<file path="src/rtl/fetch_stage.sv">
// Instruction-fetch stage: owns the PC, runs one imem request at a time and
// presents {PC, PC+4, instruction, valid} to IF/ID, squashing stale fetches on redirect.
//
// state | meaning
// REQ   | request for PC is on the bus, waiting for grant
// WAIT  | request granted, waiting for the response
// VALID | buffered instruction presented to IF/ID
// DROP  | redirect overtook a granted request, discard its response
module fetch_stage #(
   parameter logic [31:0] RESET_PC  = 32'h0000_0000,
   parameter logic [31:0] NOP_INSTR = 32'h0000_0013
) (
   input  logic        clk,
   input  logic        rst,
   input  logic        StallF,
   input  logic        PCSrcE,
   input  logic [31:0] PCTargetE,
   output logic        imem_req,
   output logic [31:0] imem_addr,
   input  logic        imem_gnt,
   input  logic        imem_rvalid,
   input  logic [31:0] imem_rdata,
   output logic [31:0] PC_F,
   output logic [31:0] PCPlus4_F,
   output logic [31:0] Instr_F,
   output logic        Valid_F
);

   typedef enum logic [1:0] {
      S_REQ   = 2'd0,
      S_WAIT  = 2'd1,
      S_VALID = 2'd2,
      S_DROP  = 2'd3
   } state_t;

   state_t      state_q, state_d;
   logic [31:0] pc_q, pc_d;
   logic [31:0] buf_q, buf_d;

   // Redirect targets are word aligned; the low bits are deliberately dropped.
   logic unused_target_lsbs;
   assign unused_target_lsbs = ^PCTargetE[1:0];

   always_ff @(posedge clk) begin
      if (rst) begin
         state_q <= S_REQ;
         pc_q    <= RESET_PC;
         buf_q   <= NOP_INSTR;
      end else begin
         state_q <= state_d;
         pc_q    <= pc_d;
         buf_q   <= buf_d;
      end
   end

   always_comb begin
      state_d = state_q;
      pc_d    = pc_q;
      buf_d   = buf_q;
      if (PCSrcE) begin
         pc_d = {PCTargetE[31:2], 2'b00};
         unique case (state_q)
            S_REQ:   state_d = imem_gnt ? S_DROP : S_REQ;
            S_WAIT:  state_d = imem_rvalid ? S_REQ : S_DROP;
            S_VALID: begin
               state_d = S_REQ;
               buf_d   = NOP_INSTR;
            end
            S_DROP:  state_d = imem_rvalid ? S_REQ : S_DROP;
            default: state_d = S_REQ;
         endcase
      end else begin
         unique case (state_q)
            S_REQ: begin
               if (imem_gnt) state_d = S_WAIT;
            end
            S_WAIT: begin
               if (imem_rvalid) begin
                  buf_d   = imem_rdata;
                  state_d = S_VALID;
               end
            end
            S_VALID: begin
               if (!StallF) begin
                  pc_d    = pc_q + 32'd4;
                  state_d = S_REQ;
               end
            end
            S_DROP: begin
               if (imem_rvalid) state_d = S_REQ;
            end
            default: state_d = S_REQ;
         endcase
      end
   end

   assign imem_req  = (state_q == S_REQ) && !rst;
   assign imem_addr = pc_q;
   assign PC_F      = pc_q;
   assign PCPlus4_F = pc_q + 32'd4;
   assign Valid_F   = (state_q == S_VALID);
   assign Instr_F   = (state_q == S_VALID) ? buf_q : NOP_INSTR;

endmodule
</file>
<file path="config.mk">
export PLATFORM = sky130hd
export DESIGN_NAME = fetch_stage
export DESIGN_NICKNAME = d
export VERILOG_FILES = /design/src/rtl/fetch_stage.sv
export SDC_FILE = /design/constraint.sdc
export NUM_CORES = 1
export LEC_CHECK = 0
export BUFFER_PORTS_ARGS = -buffer_cell sky130_fd_sc_hd__buf_4
export CAP_MARGIN = 20
export CORE_MARGIN = 2
export CORE_UTILIZATION = 30
export CTS_CLUSTER_DIAMETER = 80
export DETAILED_ROUTE_END_ITERATION = 8
export GPL_ROUTABILITY_DRIVEN = 0
export HOLD_SLACK_MARGIN = 0.06
export PLACE_DENSITY = 0.66
export SETUP_SLACK_MARGIN = 0.15
export SKIP_CTS_REPAIR_TIMING = 1
export SYNTH_ARGS = -nofsm -noshare
export SYNTH_HDL_FRONTEND = slang
export SYNTH_SLANG_ARGS = --single-unit
</file>
<file path="constraint.sdc">
create_clock -name clk -period 2.68 [get_ports clk]
set_input_delay 0.134 -clock clk [delete_from_list [all_inputs] [get_ports clk]]
set_output_delay 0.134 -clock clk [all_outputs]
set_load 0.05 [all_outputs]
</file>
==> flow_summary_export.csv, run 1 <==
group,metric,value,unit
clocking,root_buffer,"clkbuf_16",
drt,avgViaCountPerCell,5.178,
pwr,ir_worst_vdd,343.0,uV
synth,ys_seq_elements,64,
flow_run,maxCapViolations,0,
layout,finalInstanceArea,5872,sq um
grt,grt_usage,18.05,%
drt,ant_nets,0,
synth,ys_types,45,
layout,diodes,0,
sta,slew_headroom,46.06,%
synth,synth_edf_count,0,
status,outcome,"complete, no violations",
floorplan,io_pins,200,
drt,dr.pass1.iters,4,
worst_setup_path,slowest_delay,0.44,ns
sta,slew_viol_final,0,
floorplan,num_rows,42,
worst_setup_path,arrival,2.29,ns
floorplan,die_h,119.1,um
place,port_buffers,191,
drt,vias,4344,
sta,final-hold-violation-count,0,
pwr,p_per_area,527.6,nW/um^2
synth,synth.avg_cell_area,7.869,sq um
worst_setup_path,crit_slowest_cell,"or4b_1",
layout,finalNetCount,729,
worst_setup_path,crit_required,2.55,ns
synth,synthTopCellsByArea,"dfxtp_1 32%, buf_4 7.2%, nor2_1 6.0%, a22oi_1 5.5%, and2_1 5.0%",
drt,drc_errors,0,
place,dpl.hpwl,9497,um
synth,netlist_instances,505,
synth,async_flop_share,0,%
sta,rsz0062_at_grt,"false",
grt,grt_max_degree,69,
synth,ys_seq_area_share,32.24,%
worst_setup_path,cpMostUsedCell,"buf_4",
layout,drive_above_1_share,39.67,%
worst_setup_path,crit_fanout,18,
synth,synth_xor_area_share,7.935,%
drt,first_iter_violations,300,
clocking,htreeDepth,3,
sta,tightest_slew,0.8092,ns
worst_setup_path,start_kind,"flop",
worst_setup_path,cp-end-kind,"output port",
layout,area_delta_synth_final,47.76,%
synth,synth_warnings,0,
floorplan,core,13090,sq um
worst_setup_path,crit_chain,"and4_1 -> or4b_1 -> buf_4 -> nor3_4 -> xor2_4 -> buf_4",
floorplan,die_area,14180,sq um
clocking,numCtsBuffers,9,
sta,fmax,412.8,MHz
synth,yosys.area_share.adder,0.3149,%
grt,grt.overflow.total,0,
clocking,cts_tree,"done",
grt,first_global_vias,3998,
synth,synth_simple_gate_area_share,29.91,%
synth,synth_compound_area_share,17.29,%
sta,fin_crit,2.422,ns
synth,yosys-top-cells-count,"64 x dfxtp_1, 63 x nor2_1, 38 x buf_4",
synth,synth_area_leader_cell,"dfxtp_1",
floorplan,die_w,119.1,um
synth,synth_top_cell_area_share,32.24,%
clocking,cts.sinks,64,
place,dpl_cell_area,5460,sq um
drt,wl_per_cell,15.72,um
sta,skew,0.006255,ns
synth,yosysMostFrequentCell,"dfxtp_1",
worst_setup_path,critPathKind,"reg2out",
synth,syn_area,3974,sq um
drt,wirelength,13190,um
synth,ys.flop_type,"dfxtp_1",
sta,setup_viol,0,
clocking,insertion_delay,0.34,ns
sta,setup_tns,0,ns
clocking,path_clk_slew,0.06,ns
pwr,leakage,2.526,nW
synth,synth.area.mux_share,0,%
grt,grt_pass1_wl,20570,um
worst_hold_path,hold_class,"in2reg",
clocking,cts.path.max_buffers,2,
grt,antenna_found_initial,0,
synth,synth_top_family_by_area,"simple AND/OR/NAND/NOR gates",
floorplan,start_util,30.37,%
sta,period_share,90.39,%
==> through the flow <==
stage / power, mW / utilization [%] / setup slack, ns / hold slack, ns / cells
finish: 3.098 / 44.87 / 0.2576 / 0.04006 / 839
global route: 3.219 / 44.87 / 0.1520 / 0.06055 / 839
CTS: 3.122 / 43.94 / 0.1073 / 0.02461 / 829
global placement: 1.934 / 41.61 / 0.4779 / 0.3704 / 812
floorplan: 1.699 / - / 0.04175 / 0.2711 / 510
detailed placement: 1.950 / 41.73 / 0.4456 / 0.3833 / 813
==> per-layer routing <==
| layer | track usage [%] | routed length [um] | part of all wire [%] | vias up |
|---|---|---|---|---|
| met2 | 30.85 | 6489 | 49 | 187 |
| met5 | 0 | 0 | 0 | - |
| li1 | - | - | - | 2069 |
| met4 | 7.887 | 260 | 2.0 | 0 |
| met3 | 4.789 | 1031 | 7.8 | 15 |
| met1 | 21.17 | 5404 | 41 | 2073 |
==> cell usage in the layout, fill, tap and decap left out, types with 7 or more instances in the layout <==
cell type	n
o21ai_0	8
nand4_1	11
a311oi_1	16
dfxtp_1	48
buf_4	205
and2_1	32
xor2_1	9
dlygate4sd3_1	7
or3_1	8
nand2b_1	8
a211oi_1	9
inv_1	12
nor2_1	61
and3_1	7
dfxtp_2	14
and4_1	11
nor3_1	8
nand2_1	27
clkbuf_16	9
a22oi_1	29
nand3_1	18
xnor2_1	16
==> final timing paths <==
| path | start | to | slack, ns | depth (start not counted) |
|---|---|---|---|---|
| setup / recovery | PC_F[8] | PCPlus4_F[25] | 0.26 | 6 |
| setup reg to reg | PC_F[3] | PC_F[22] | 0.39 | 5 |
| hold / removal | imem_rdata[6] | buf_q[6] | 0.04 | 3 |
| hold reg to reg | buf_q[4] | buf_q[4] | 0.49 | 2 |
==> flip-flops by register name (all words and copies together) (netlist names) <==
register  count
PC_F         30
buf_q        32
state_q       2
==> critical path: cells and delay by family (launching register included) <==
family / cells / cell delay, ns
DFF: 1 / 0.43
buffers and inverters: 2 / 0.43
xor gates and xnor gates: 1 / 0.15
and+or+nand+nor: 3 / 0.93
==> area by class of cell <==
class / count / area (sq um)
fill: 1288 / 7213
multi-input combinational: 357 / 2384
timing repair buffer: 213 / 1624
sequential: 64 / 1306
clock buffer: 10 / 229.0
tap: 176 / 220.2
clock inverter: 6 / 60.06
inverter: 13 / 48.80
==> logic make-up after synthesis <==
group / count (synthesis)
AND/OR/NAND/NOR: 222
AO/OA/AOI/OAI: 92
buffers and inverters: 89
flip-flops: 64
XOR/XNOR: 36
adder cells (fa/ha/maj): 1
other: 1
==> report_power, final <==
group	internal [mW]	switching [mW]	leakage, nW
Clock	0.714	0.448	0.138
Combinational	0.286	0.559	1.86
Sequential	1.00	0.0914	0.530
Total	2.00	1.10	2.53
No activity file was read; power rests on OpenSTA's default activity.
==> run 2, diff against run 1 <==
Settings changed: CTS_CLUSTER_SIZE from default to 24, PLACE_DENSITY 0.66 to default, PLACE_DENSITY_LB_ADDON from default to 0.08.
==> run 2 against run 1 <==
Net effect:
- critical path depth did not move
- via count is 4.0% lower
- register-to-register slack is essentially flat
- worst setup slack worse by 0.039 ns
- combinational power up 0.9%
- sequential power about the same
- sequential share of layout area shrank 0.36 points
- global-route usage barely moved
- critical path type unchanged
- largest cell class unchanged
==> flow_summary_export.csv, run 2 (synthesis gave the netlist of run 1 again) <==
group,metric,value,unit
status,outcome,"complete, no violations",
sta,setup_viol,0,
pwr,p_seq_share,34.7,%
layout,final_cells,849,
place,dp_cells,813,
drt,wirelength,13240,um
sta,tightest_slew,0.7707,ns
sta,slew_headroom,48.62,%
flow_run,maxCapViolations,0,
sta,fmax,406.3,MHz
sta,period_share,91.83,%
pwr,share_comb_of_total_power,27.1,%
worst_setup_path,crit_slowest_cell,"or4b_1",
pwr,power,3.145,mW
drt,ant_nets,0,
worst_setup_path,crit_required,2.55,ns
clocking,insertion_delay,0.34,ns
layout,layout_commonest_cell,"buf_4",
worst_setup_path,cpMostUsedCell,"buf_4",
grt,first_global_vias,3916,
layout,drive_above_1_share,39.08,%
worst_hold_path,hold_class,"in2reg",
layout,diodes,0,
pwr,power.switching,1.109,mW
pwr,clkPwrFrac,38.2,%
place,port_buffers,191,
drt,dr.pass1.iters,4,
clocking,cts.sinks,64,
clocking,cts_tree,"done",
worst_setup_path,arrival,2.33,ns
pwr,leakage,2.571,nW
floorplan,io_pins,200,
pwr,p_sw_share,35.25,%
clocking,path_clk_slew,0.06,ns
layout,largest-register,"buf_q",
drt,wl_per_cell,15.60,um
sta,setup_tns,0,ns
clocking,root_buffer,"clkbuf_16",
grt,grt_pass1_wl,20440,um
sta,slew_viol_final,0,
pwr,ir_worst_vdd,401.7,uV
floorplan,num_rows,42,
drt,drc_errors,0,
grt,grt.overflow.total,0,
worst_setup_path,slowest_delay,0.53,ns
floorplan,start_util,30.37,%
floorplan,die_w,119.1,um
sta,rsz0062_at_grt,"false",
floorplan,die_area,14180,sq um
place,dpl.hpwl,9176,um
pwr,intPower,2.036,mW
drt,avgViaCountPerCell,4.910,
layout,area_delta_synth_final,50.31,%
drt,first_iter_violations,202,
worst_setup_path,crit_chain,"nand4_2 -> or4b_1 -> buf_4 -> nor3_4 -> xor2_4 -> buf_4",
grt,grt_usage,18.07,%
drt,vias,4169,
clocking,numCtsBuffers,9,
sta,fin_crit,2.461,ns
clocking,cts.path.max_buffers,2,
layout,finalNetCount,739,
worst_setup_path,cp-end-kind,"output port",
worst_setup_path,start_kind,"flop",
layout,final_cell_mix,"206 x buf_4, 62 x nor2_1, 47 x dfxtp_1, 32 x and2_1, 29 x a22oi_1",
sta,skew,0.007340,ns
worst_setup_path,crit_family,"simple AND/OR/NAND/NOR gates",
grt,grt_max_degree,69,
worst_setup_path,critPathBufInv,2,
layout,largest_register_ffs,32,
pwr,p_per_area,526.6,nW/um^2
worst_setup_path,critPathKind,"reg2out",
floorplan,core,13090,sq um
worst_setup_path,crit_fanout,18,
clocking,htreeDepth,3,
floorplan,die_h,119.1,um
sta,final-hold-violation-count,0,
grt,antenna_found_initial,0,
## run 2: cell count changes in the layout (fill, tap and decap cells not counted)
cell           delta
dfxtp_2           +1
nor2_1            +1
clkinvlp_4        -1
dfxtp_1           -1
nor2_2            -1
buf_8             -1
dlygate4sd3_1    +10
buf_4             +1
clkinv_4          +1
clkinv_2          -1
clkbuf_8          +1
## run 2: per-stage QoR
step	setup slack [ns]	utilization, %	cell area [sq um]	hold WS (ns)
after floorplan	0.04175	-	4119	0.2711
after global placement	0.4458	41.67	5453	0.3693
after detailed placement	0.4085	41.67	5453	0.3737
after CTS	0.1108	43.96	5752	0.01894
after global routing	0.1505	45.65	5973	0.06124
final	0.2189	45.65	5973	0.04088
## run 2: metal layers
metal / share of wire (%) / vias up / GRT usage (%)
met5: 0 / - / 0
met4: 0.96 / 0 / 4.018
met3: 7.0 / 11 / 7.375
met2: 47 / 140 / 29.45
met1: 45 / 1949 / 22.35
li1: - / 2069 / -
## run 2: worst paths after layout
path / startpoint / end / slack [ns] / cells past startpoint
setup / recovery: PC_F[4] / PCPlus4_F[25] / 0.22 / 6
hold / removal: imem_rdata[20] / buf_q[20] / 0.04 / 3
setup reg to reg: PC_F[4] / PC_F[21] / 0.38 / 5
hold reg to reg: buf_q[1] / buf_q[1] / 0.48 / 2
## run 2: final cells by class
class | count | area, sq um
Multi-Input combinational cell | 357 | 2381
Timing Repair Buffer | 223 | 1717
Sequential cell | 64 | 1308
Inverter | 13 | 48.80
Clock inverter | 5 | 56.30
Fill cell | 1304 | 7112
Clock buffer | 11 | 242.7
Tap cell | 176 | 220.2
## run 2: power groups by stage
stage | clock network, mW | registers [mW] | logic (mW)
finish | 1.20 | 1.09 | 0.853
global placement | 0 | 1.11 | 0.835
global route | 1.28 | 1.10 | 0.895
CTS | 1.23 | 1.09 | 0.838
floorplan | 0 | 1.18 | 0.516
detailed placement | 0 | 1.11 | 0.836
## run 2: tightest hold or removal path, cell delays in order
cell	delay (ns)
buf_4	0.08
a22oi_1	0.06
nor2_1	0.07
